## config.mk

```make
export PLATFORM = sky130hd
export DESIGN_NAME = dtc_preimage_search_flat
export DESIGN_NICKNAME = d
export VERILOG_FILES = /design/src/rtl/dtc_pkg.sv /design/src/rtl/dtc_preimage_search_if.sv /design/src/rtl/dtc_preimage_search.sv /design/src/flat_wrapper.sv
export SDC_FILE = /design/constraint.sdc
export NUM_CORES = 1
export LEC_CHECK = 0
export ABC_AREA = 0
export BUFFER_PORTS_ARGS = -buffer_cell sky130_fd_sc_hd__buf_2
export CAP_MARGIN = 20
export CORE_UTILIZATION = 40
export CTS_CLUSTER_DIAMETER = 40
export DETAILED_ROUTE_END_ITERATION = 12
export PLACE_DENSITY = 0.64
export REMOVE_ABC_BUFFERS = 1
export SLEW_MARGIN = 20
export SYNTH_ARGS = -nofsm -noshare
export SYNTH_HDL_FRONTEND = slang
export SYNTH_SLANG_ARGS = --single-unit
```

## constraint.sdc

```tcl
create_clock -name clk -period 5.76 [get_ports clk]
set_clock_uncertainty 0.1 [all_clocks]
set_input_delay 0.288 -clock clk [delete_from_list [all_inputs] [get_ports clk]]
set_output_delay 0.288 -clock clk [all_outputs]
set_load 0.01 [all_outputs]
```

## src/rtl/dtc_pkg.sv

```systemverilog
// Shared definitions for the decision-tree preimage search engine:
// widths, FSM state encoding and the response record.
package dtc_pkg;

    localparam int FEAT_W = 12;
    localparam int CLS_W  = 3;

    // Probe count reached when every vector of the space has been compared.
    localparam logic [FEAT_W:0] SPACE_CNT = {1'b1, {FEAT_W{1'b0}}};

    typedef enum logic [1:0] {
        IDLE   = 2'd0,
        SEARCH = 2'd1,
        RESP   = 2'd2
    } state_e;

    typedef struct packed {
        logic              found;
        logic [FEAT_W-1:0] vec;
        logic [FEAT_W:0]   probes;
    } rsp_t;

endpackage

```

## src/rtl/dtc_preimage_search_if.sv

```systemverilog
// Host-side request/response port of the preimage search engine.
interface dtc_preimage_search_if;
    import dtc_pkg::*;

    logic              req_valid_i;
    logic              req_ready_o;
    logic [CLS_W-1:0]  req_class_i;
    logic [FEAT_W-1:0] req_start_i;
    logic              abort_i;
    logic              rsp_valid_o;
    logic              rsp_ready_i;
    logic              rsp_found_o;
    logic [FEAT_W-1:0] rsp_vec_o;
    logic [FEAT_W:0]   rsp_probes_o;

    // Host side: issues requests, consumes responses.
    modport master (
        output req_valid_i, req_class_i, req_start_i, abort_i, rsp_ready_i,
        input  req_ready_o, rsp_valid_o, rsp_found_o, rsp_vec_o, rsp_probes_o
    );

    // Engine side.
    modport slave (
        input  req_valid_i, req_class_i, req_start_i, abort_i, rsp_ready_i,
        output req_ready_o, rsp_valid_o, rsp_found_o, rsp_vec_o, rsp_probes_o
    );

endinterface

```

## src/rtl/dtc_preimage_search.sv

```systemverilog
// Sweeps feature vectors through an external combinational classifier,
// one per cycle, until one maps to the requested class or the whole
// vector space has been probed.
module dtc_preimage_search
    import dtc_pkg::*;
(
    input  logic                  clk,
    input  logic                  rst_n,
    dtc_preimage_search_if.slave  bus,
    output logic [FEAT_W-1:0]     probe_o,
    input  logic [CLS_W-1:0]      probe_class_i,
    output logic                  busy_o
);

    state_e            state_q, state_d;
    logic [CLS_W-1:0]  class_q, class_d;
    logic [FEAT_W-1:0] probe_q, probe_d;
    logic [FEAT_W:0]   cnt_q, cnt_d;
    rsp_t              rsp_q, rsp_d;
    logic [FEAT_W:0]   cnt_inc_s;

    // Next-state logic: request accept, per-cycle compare with priority
    // match > exhaustion > abort > advance, and response handshake.
    always_comb begin
        state_d   = state_q;
        class_d   = class_q;
        probe_d   = probe_q;
        cnt_d     = cnt_q;
        rsp_d     = rsp_q;
        cnt_inc_s = cnt_q + (FEAT_W+1)'(1);
        case (state_q)
            IDLE: begin
                if (bus.req_valid_i) begin
                    class_d = bus.req_class_i;
                    probe_d = bus.req_start_i;
                    cnt_d   = {(FEAT_W+1){1'b0}};
                    state_d = SEARCH;
                end else begin
                    state_d = IDLE;
                end
            end
            SEARCH: begin
                if (probe_class_i == class_q) begin
                    rsp_d.found  = 1'b1;
                    rsp_d.vec    = probe_q;
                    rsp_d.probes = cnt_inc_s;
                    state_d      = RESP;
                end else if (cnt_inc_s == SPACE_CNT) begin
                    rsp_d.found  = 1'b0;
                    rsp_d.vec    = probe_q;
                    rsp_d.probes = SPACE_CNT;
                    state_d      = RESP;
                end else if (bus.abort_i) begin
                    rsp_d.found  = 1'b0;
                    rsp_d.vec    = probe_q;
                    rsp_d.probes = cnt_inc_s;
                    state_d      = RESP;
                end else begin
                    // Natural FEAT_W-bit overflow gives the wrap to zero.
                    probe_d = probe_q + FEAT_W'(1);
                    cnt_d   = cnt_inc_s;
                end
            end
            RESP: begin
                if (bus.rsp_ready_i) begin
                    state_d = IDLE;
                end else begin
                    state_d = RESP;
                end
            end
            default: begin
                state_d = IDLE;
            end
        endcase
    end

    // State and datapath registers with synchronous active-low reset.
    always_ff @(posedge clk) begin
        if (!rst_n) begin
            state_q <= IDLE;
            class_q <= {CLS_W{1'b0}};
            probe_q <= {FEAT_W{1'b0}};
            cnt_q   <= {(FEAT_W+1){1'b0}};
            rsp_q   <= '0;
        end else begin
            state_q <= state_d;
            class_q <= class_d;
            probe_q <= probe_d;
            cnt_q   <= cnt_d;
            rsp_q   <= rsp_d;
        end
    end

    // Outputs come straight from flops or a decode of the state flop.
    assign probe_o          = probe_q;
    assign busy_o           = (state_q != IDLE);
    assign bus.req_ready_o  = (state_q == IDLE);
    assign bus.rsp_valid_o  = (state_q == RESP);
    assign bus.rsp_found_o  = rsp_q.found;
    assign bus.rsp_vec_o    = rsp_q.vec;
    assign bus.rsp_probes_o = rsp_q.probes;

endmodule
```

## src/flat_wrapper.sv

```systemverilog
// flat-port wrapper written by rule: the top's interface ports become plain ports
module dtc_preimage_search_flat import dtc_pkg::*;
  (clk, rst_n, probe_o, probe_class_i, busy_o, bus_req_valid_i, bus_req_class_i, bus_req_start_i, bus_abort_i, bus_rsp_ready_i, bus_req_ready_o, bus_rsp_valid_o, bus_rsp_found_o, bus_rsp_vec_o, bus_rsp_probes_o);
  dtc_preimage_search_if bus_i ();
  input  logic clk;
  input  logic rst_n;
  output logic [FEAT_W-1:0] probe_o;
  input  logic [CLS_W-1:0] probe_class_i;
  output logic busy_o;
  input wire logic [$bits(bus_i.req_valid_i)-1:0] bus_req_valid_i;
  input wire logic [$bits(bus_i.req_class_i)-1:0] bus_req_class_i;
  input wire logic [$bits(bus_i.req_start_i)-1:0] bus_req_start_i;
  input wire logic [$bits(bus_i.abort_i)-1:0] bus_abort_i;
  input wire logic [$bits(bus_i.rsp_ready_i)-1:0] bus_rsp_ready_i;
  output wire logic [$bits(bus_i.req_ready_o)-1:0] bus_req_ready_o;
  output wire logic [$bits(bus_i.rsp_valid_o)-1:0] bus_rsp_valid_o;
  output wire logic [$bits(bus_i.rsp_found_o)-1:0] bus_rsp_found_o;
  output wire logic [$bits(bus_i.rsp_vec_o)-1:0] bus_rsp_vec_o;
  output wire logic [$bits(bus_i.rsp_probes_o)-1:0] bus_rsp_probes_o;
  assign bus_i.req_valid_i = bus_req_valid_i;
  assign bus_i.req_class_i = bus_req_class_i;
  assign bus_i.req_start_i = bus_req_start_i;
  assign bus_i.abort_i = bus_abort_i;
  assign bus_i.rsp_ready_i = bus_rsp_ready_i;
  assign bus_req_ready_o = bus_i.req_ready_o;
  assign bus_rsp_valid_o = bus_i.rsp_valid_o;
  assign bus_rsp_found_o = bus_i.rsp_found_o;
  assign bus_rsp_vec_o = bus_i.rsp_vec_o;
  assign bus_rsp_probes_o = bus_i.rsp_probes_o;
  dtc_preimage_search u_core (.clk(clk), .rst_n(rst_n), .bus(bus_i), .probe_o(probe_o), .probe_class_i(probe_class_i), .busy_o(busy_o));
endmodule
```

### Yosys cells after proc, flatten, opt, wreduce, memory -nomap -nowiden

Cells that the tools add are included.

* add/sub/neg operators: 2
* eq/ne operators: 9
* muxes and demuxes: 19
* reduce and logical (&&, ||, !) cells: 7

Operator list (count)
* 26-bit two-way mux: 3
* 13-bit two-way mux: 4
* 12-bit two-way mux: 4
* 13-bit one-hot mux with 2 select lines: 1
* 12-bit one-hot mux with 2 select lines: 1
* 13-bit by 1-bit adder with 13-bit output (second input constant): 1
* 13-bit equality test (second input constant): 1
* 12-bit by 1-bit adder with 12-bit output (second input constant): 1
* 2-bit two-way mux: 4
* 2-bit != test (second input constant): 4
* 2-bit one-hot mux with 3 select lines: 1
* 5-bit AND reduction: 1
* 4-bit by 2-bit != test with 1-bit output (second input constant): 1
* 2-bit AND reduction: 2
* 2-bit nonzero test: 2
* 3-bit equality test: 1
* 3-bit nonzero test: 1
* 2-bit by 1-bit equality test with 1-bit output (second input constant): 1
* 2-bit equality test (second input constant): 1
* 2-bit zero test: 1
* 1-bit two-way mux: 1

* register bits: 56
* bits of input ports: 23
* output and inout bits: 41
* word-level logic and storage cells: 44

### Logic depth before layout (Yosys ltp)

* depth in word-level cells: 5
* mapped depth: 10
* mapped depth without buffers: 7

### Worst setup path before layout

OpenSTA, ideal clock, no wires.

* path type: register -> register
* from: register u_core.cnt_q[0]
* to: register u_core.probe_q[10], in the netlist u_core.probe_o[10]
* library setup time: 0.133 ns
* data arrival time: 2.316 ns
* setup slack: 3.211 ns
* stages on the path, launching flop included: 10
* cell sequence: dfxtp_1 ha_1 and3_1 buf_6 and4_1 o221ai_2 or3_4 buf_2 a21oi_1 o22ai_1

* cells in the longest elaborated chain, start to end: 4

Ends and longest elaborated chain
* start: declaration: line dtc_preimage_search.sv:18 `logic [FEAT_W:0] cnt_q, cnt_d;`
* start signal: assignment: line dtc_preimage_search.sv:83 `cnt_q <= {(FEAT_W+1){1'b0}};`
* start signal: assignment: line dtc_preimage_search.sv:89 `cnt_q <= cnt_d;`
* 13-bit by 1-bit adder with 13-bit output: line dtc_preimage_search.sv:30 `cnt_inc_s = cnt_q + (FEAT_W+1)'(1);`
* 13-bit equality test: line dtc_preimage_search.sv:48 `end else if (cnt_inc_s == SPACE_CNT) begin`
* 2-bit != test (no source line)
* 5-bit AND reduction (no source line)
* end signal: assignment: line dtc_preimage_search.sv:82 `probe_q <= {FEAT_W{1'b0}};`
* end signal: assignment: line dtc_preimage_search.sv:88 `probe_q <= probe_d;`
* end: declaration: line dtc_preimage_search.sv:17 `logic [FEAT_W-1:0] probe_q, probe_d;`

Every way passes these cells.
A chain may end at the register's enable or synchronous reset.

### Worst setup path in the final report

* from: register u_core.cnt_q[1]
* to: register u_core.rsp_q (netlist bit u_core.bus.rsp_probes_o[11])

* cells in the longest elaborated chain, start to end: 4
* elaborated cells between the ends (all ways): 7
* those cells by class: 1 x add/sub; 1 x eq/ne; 3 x mux; 2 x reduce/logical

Ends and longest elaborated chain
* 13-bit by 1-bit adder with 13-bit output (*): line dtc_preimage_search.sv:30
* 13-bit equality test or 26-bit two-way mux (tied branches): line dtc_preimage_search.sv:48, dtc_preimage_search.sv:53
* 3-bit nonzero test (no source line) or 26-bit two-way mux (tied branches)
* 2-bit AND reduction (no source line) or 26-bit two-way mux (tied branches)
* end signal: assignment: line dtc_preimage_search.sv:90 `rsp_q <= rsp_d;`
* end: declaration: line dtc_preimage_search.sv:19 `rsp_t rsp_q, rsp_d;`

Every way passes the cells marked *; elsewhere a longest branch is shown, timed or not. The select of a mux whose other input is x is not followed.

==> results.md <==
* Final Max Tran Viols at 0
* Post-synth EDFFs at 0
* Diodes inserted at 0
* Initial DRC count at 182
* Total of cells resized after clock tree synthesis at 0
* Wire per inst at 15.10 um
* Hold-fix buffers, CTS at 0
* Async set-reset flop share out of synthesis at 0
* CP bufs+invs at 0
* Slowest CP cell: a31o_1
* Area leader, netlist: dfxtp_1
* DR vias at 2918
* Register clock-pin slew on the reported worst setup and hold paths at 0.10 ns
* Arrival time at the worst endpoint at 3.40 ns
* Die width at 90.29 um
* Core area at 7408 um2
* Total gr overflow at 0
* CTS tree: built
* Avg Synthesized Cell Area at 8.078 um2
* Gpl congestion at 0.8019
* Final core utilization at 0.4748
* Top cell type's share of synthesized area at 0.3596
* Peak supply drop at 0.1295 mV
* Leak at 1.427 nW
* Via density at 5.590
* Post-CTS Setup Inserts at 0
* Top cells by count, synth: nand2_1, dfxtp_1, mux2i_1
* Setup TNS at 0 ns
* WL final at 7.883 mm
* Pin count of the biggest net entering global routing at 66
* Share of cells above drive strength 1 at 0.1986
* Type of destination of the critical path: flop
* RSZ-0062 raised after global routing: false
* Post-Syn Area at 3118 um2
* Layout fillers at 754
* Outcome: finished, final reports clean
* Pwr dens at 234.8 nW/um2
* I/O Pins at 64
* Area of the multi-input gates at 1802 um2
* Cell count after synthesis at 386
* Worst-Margin Slew at 1.099 ns
* Hold Violations, Final at 0
* Setup Viol. Count Final at 0
* Post-layout worst setup margin at 2.504 ns
* Pre-CTS WS at 2.539 ns
* Count leader, synth: nand2_1
* DP Wirelength at 5.332 mm
* Fin crit share at 0.5652
* Share of the yosys chip area belonging to registers at 0.3596
* First-pass GRT wire length at 13.19 mm
* Antenna violations before repair at 0
* CP Cell Sequence: ha_1 -> nand3_1 -> o31a_1 -> o221ai_2 -> or3_4 -> a31o_1 -> mux2i_1
* Fin Hold WS at 0.1103 ns
* H-Tree Level Count at 2
* FF+latch area at 1121 um2
* Worst Path Required at 5.90 ns
* Antenna-violating nets left at 0
* All-Layer GR Usage at 0.1983
* Die Y at 90.29 um
* Ys Warns at 0
* Starting density of the core at 0.4209
* CTS sink cnt at 56
* Top Family by Delay on Critical Path: compound AO/OA/AOI/OAI gates
* Clk buf depth at 2
* Vias in the first global route at 2626
* Crit path max fanout at 21
* Port Buffer Count at 63
* Startpoint type of the worst setup path: flop
* Die Area at 8152 um2
* 1st-pass router iterations at 5
* Critical path's largest stage delay at 0.78 ns
* Ys flop type: dfxtp_1
* Fmax at 307.1 MHz
* Critical path type: flop to flop
* Clock root buffer: clkbuf_8
* Row count at 31
* Placed cell area at 3388 um2
* Later-pin clock latency in the skew report at 0.31 ns
* NumNets Final at 449
* #FFs+latches synth at 56
* Yosys cell types at 60
* Final Cell Area at 3517 um2
* Hold Crit Class: input pin to flop
* Post-route DRC at 0
* Total CTS buffers at 5
* Relative slew slack at 0.2604
* Leading post-synthesis cells by cell area: dfxtp_1, nand2_1, mux2i_1
* Min cycle time layout at 3.256 ns
* Area Overhead vs Synth at 12.80%
* Number of max-cap violations at 0
[layout by cell type (no fill, tap or decap), types with 2 or more instances in the layout]
cell and count:
bufinv_16 2, a221oi_1 2, and4_1 2, o21a_1 2
nand2_1 82, a31oi_1 5, dfxtp_1 56, a22oi_1 5
o32ai_1 2, nor2_1 20, and3_1 4, nor2b_1 3
o211ai_1 11, or2_2 3, nand4_1 3, o21ai_0 16
nand2b_1 3, nand4_4 2, o31ai_1 3, inv_1 5
nor3b_1 2, xnor2_1 11, nor4_1 6, a21oi_1 17
buf_2 63, mux2i_1 23, ha_1 3, o22ai_1 4
xor2_1 4, nand3_1 11, clkbuf_8 5, o21bai_1 2
nor3_1 14, o31a_1 3
[worst reg2reg max path: cells and delay by family, from the launching register on]
family                   cells  cell delay (ns)
multiplexers                 1             0.27
flip-flops                   1             0.50
adder cells (fa/ha/maj)      1             0.35
AO/OA/AOI/OAI                3             1.41
AND/OR/NAND/NOR              2             0.56
[flip-flops by register name (all words and copies together) (netlist names)]
name                     cells
u_core.probe_o              12
u_core.state_q               2
u_core.bus.rsp_found_o       1
u_core.bus.rsp_vec_o        12
u_core.cnt_q                13
u_core.bus.rsp_probes_o     13
u_core.class_q               3
[layout make-up]
cell class	count	share of cell area
Clock buffer	5	0.01957
Multi-Input combinational cell	291	0.5123
Timing Repair Buffer	64	0.09178
Sequential cell	56	0.3187
Inverter	5	0.005336
Clock inverter	2	0.01708
Tap cell	99	0.03522
[logic make-up after synthesis]
logic type	after synthesis	synth area share
buffers and inverters	39	0.06259
adder cells (fa/ha/maj)	3	0.01204
flip-flops	56	0.3596
AO/OA/AOI/OAI	88	0.1986
XOR/XNOR	15	0.04213
AND/OR/NAND/NOR	162	0.2512
multiplexers	23	0.07384
[routing by layer]
layer	routed length, um	track usage	up-vias
met3	386	0.02778	7
met5	0	0	-
met2	3482	0.3060	85
met1	3931	0.2862	1376
li1	-	-	1450
met4	82	0.05780	0
[report_power, final]
group          internal, mW  switching, mW
Sequential            0.400         0.0138
Clock                 0.171          0.132
Combinational        0.0397         0.0690
Total                 0.611          0.215
[through the flow]
stage / instances / total power, mW
5_1_grt: 522 / 0.8585
3_3_place_gp: 515 / 0.5298
4_1_cts: 522 / 0.8297
2_1_floorplan: 352 / 0.4834
3_5_place_dp: 515 / 0.5311
6_report: 522 / 0.8257
[final timing paths]
check | start | end | slack, ns | cells after the start
worst max-delay path | u_core.cnt_q[1]$_SDFFE_PN0P_ | u_core.bus.rsp_probes_o[11]$_SDFFE_PN0P_ | 2.50 | 7
worst min-delay path | bus_req_class_i[2] | u_core.class_q[2]$_SDFFE_PN0P_ | 0.11 | 3
worst min register to register | u_core.bus.rsp_probes_o[12]$_SDFFE_PN0P_ | u_core.bus.rsp_probes_o[12]$_SDFFE_PN0P_ | 0.36 | 2
worst max register to register | u_core.cnt_q[1]$_SDFFE_PN0P_ | u_core.bus.rsp_probes_o[11]$_SDFFE_PN0P_ | 2.50 | 7
(Power assumes the default switching activity.)
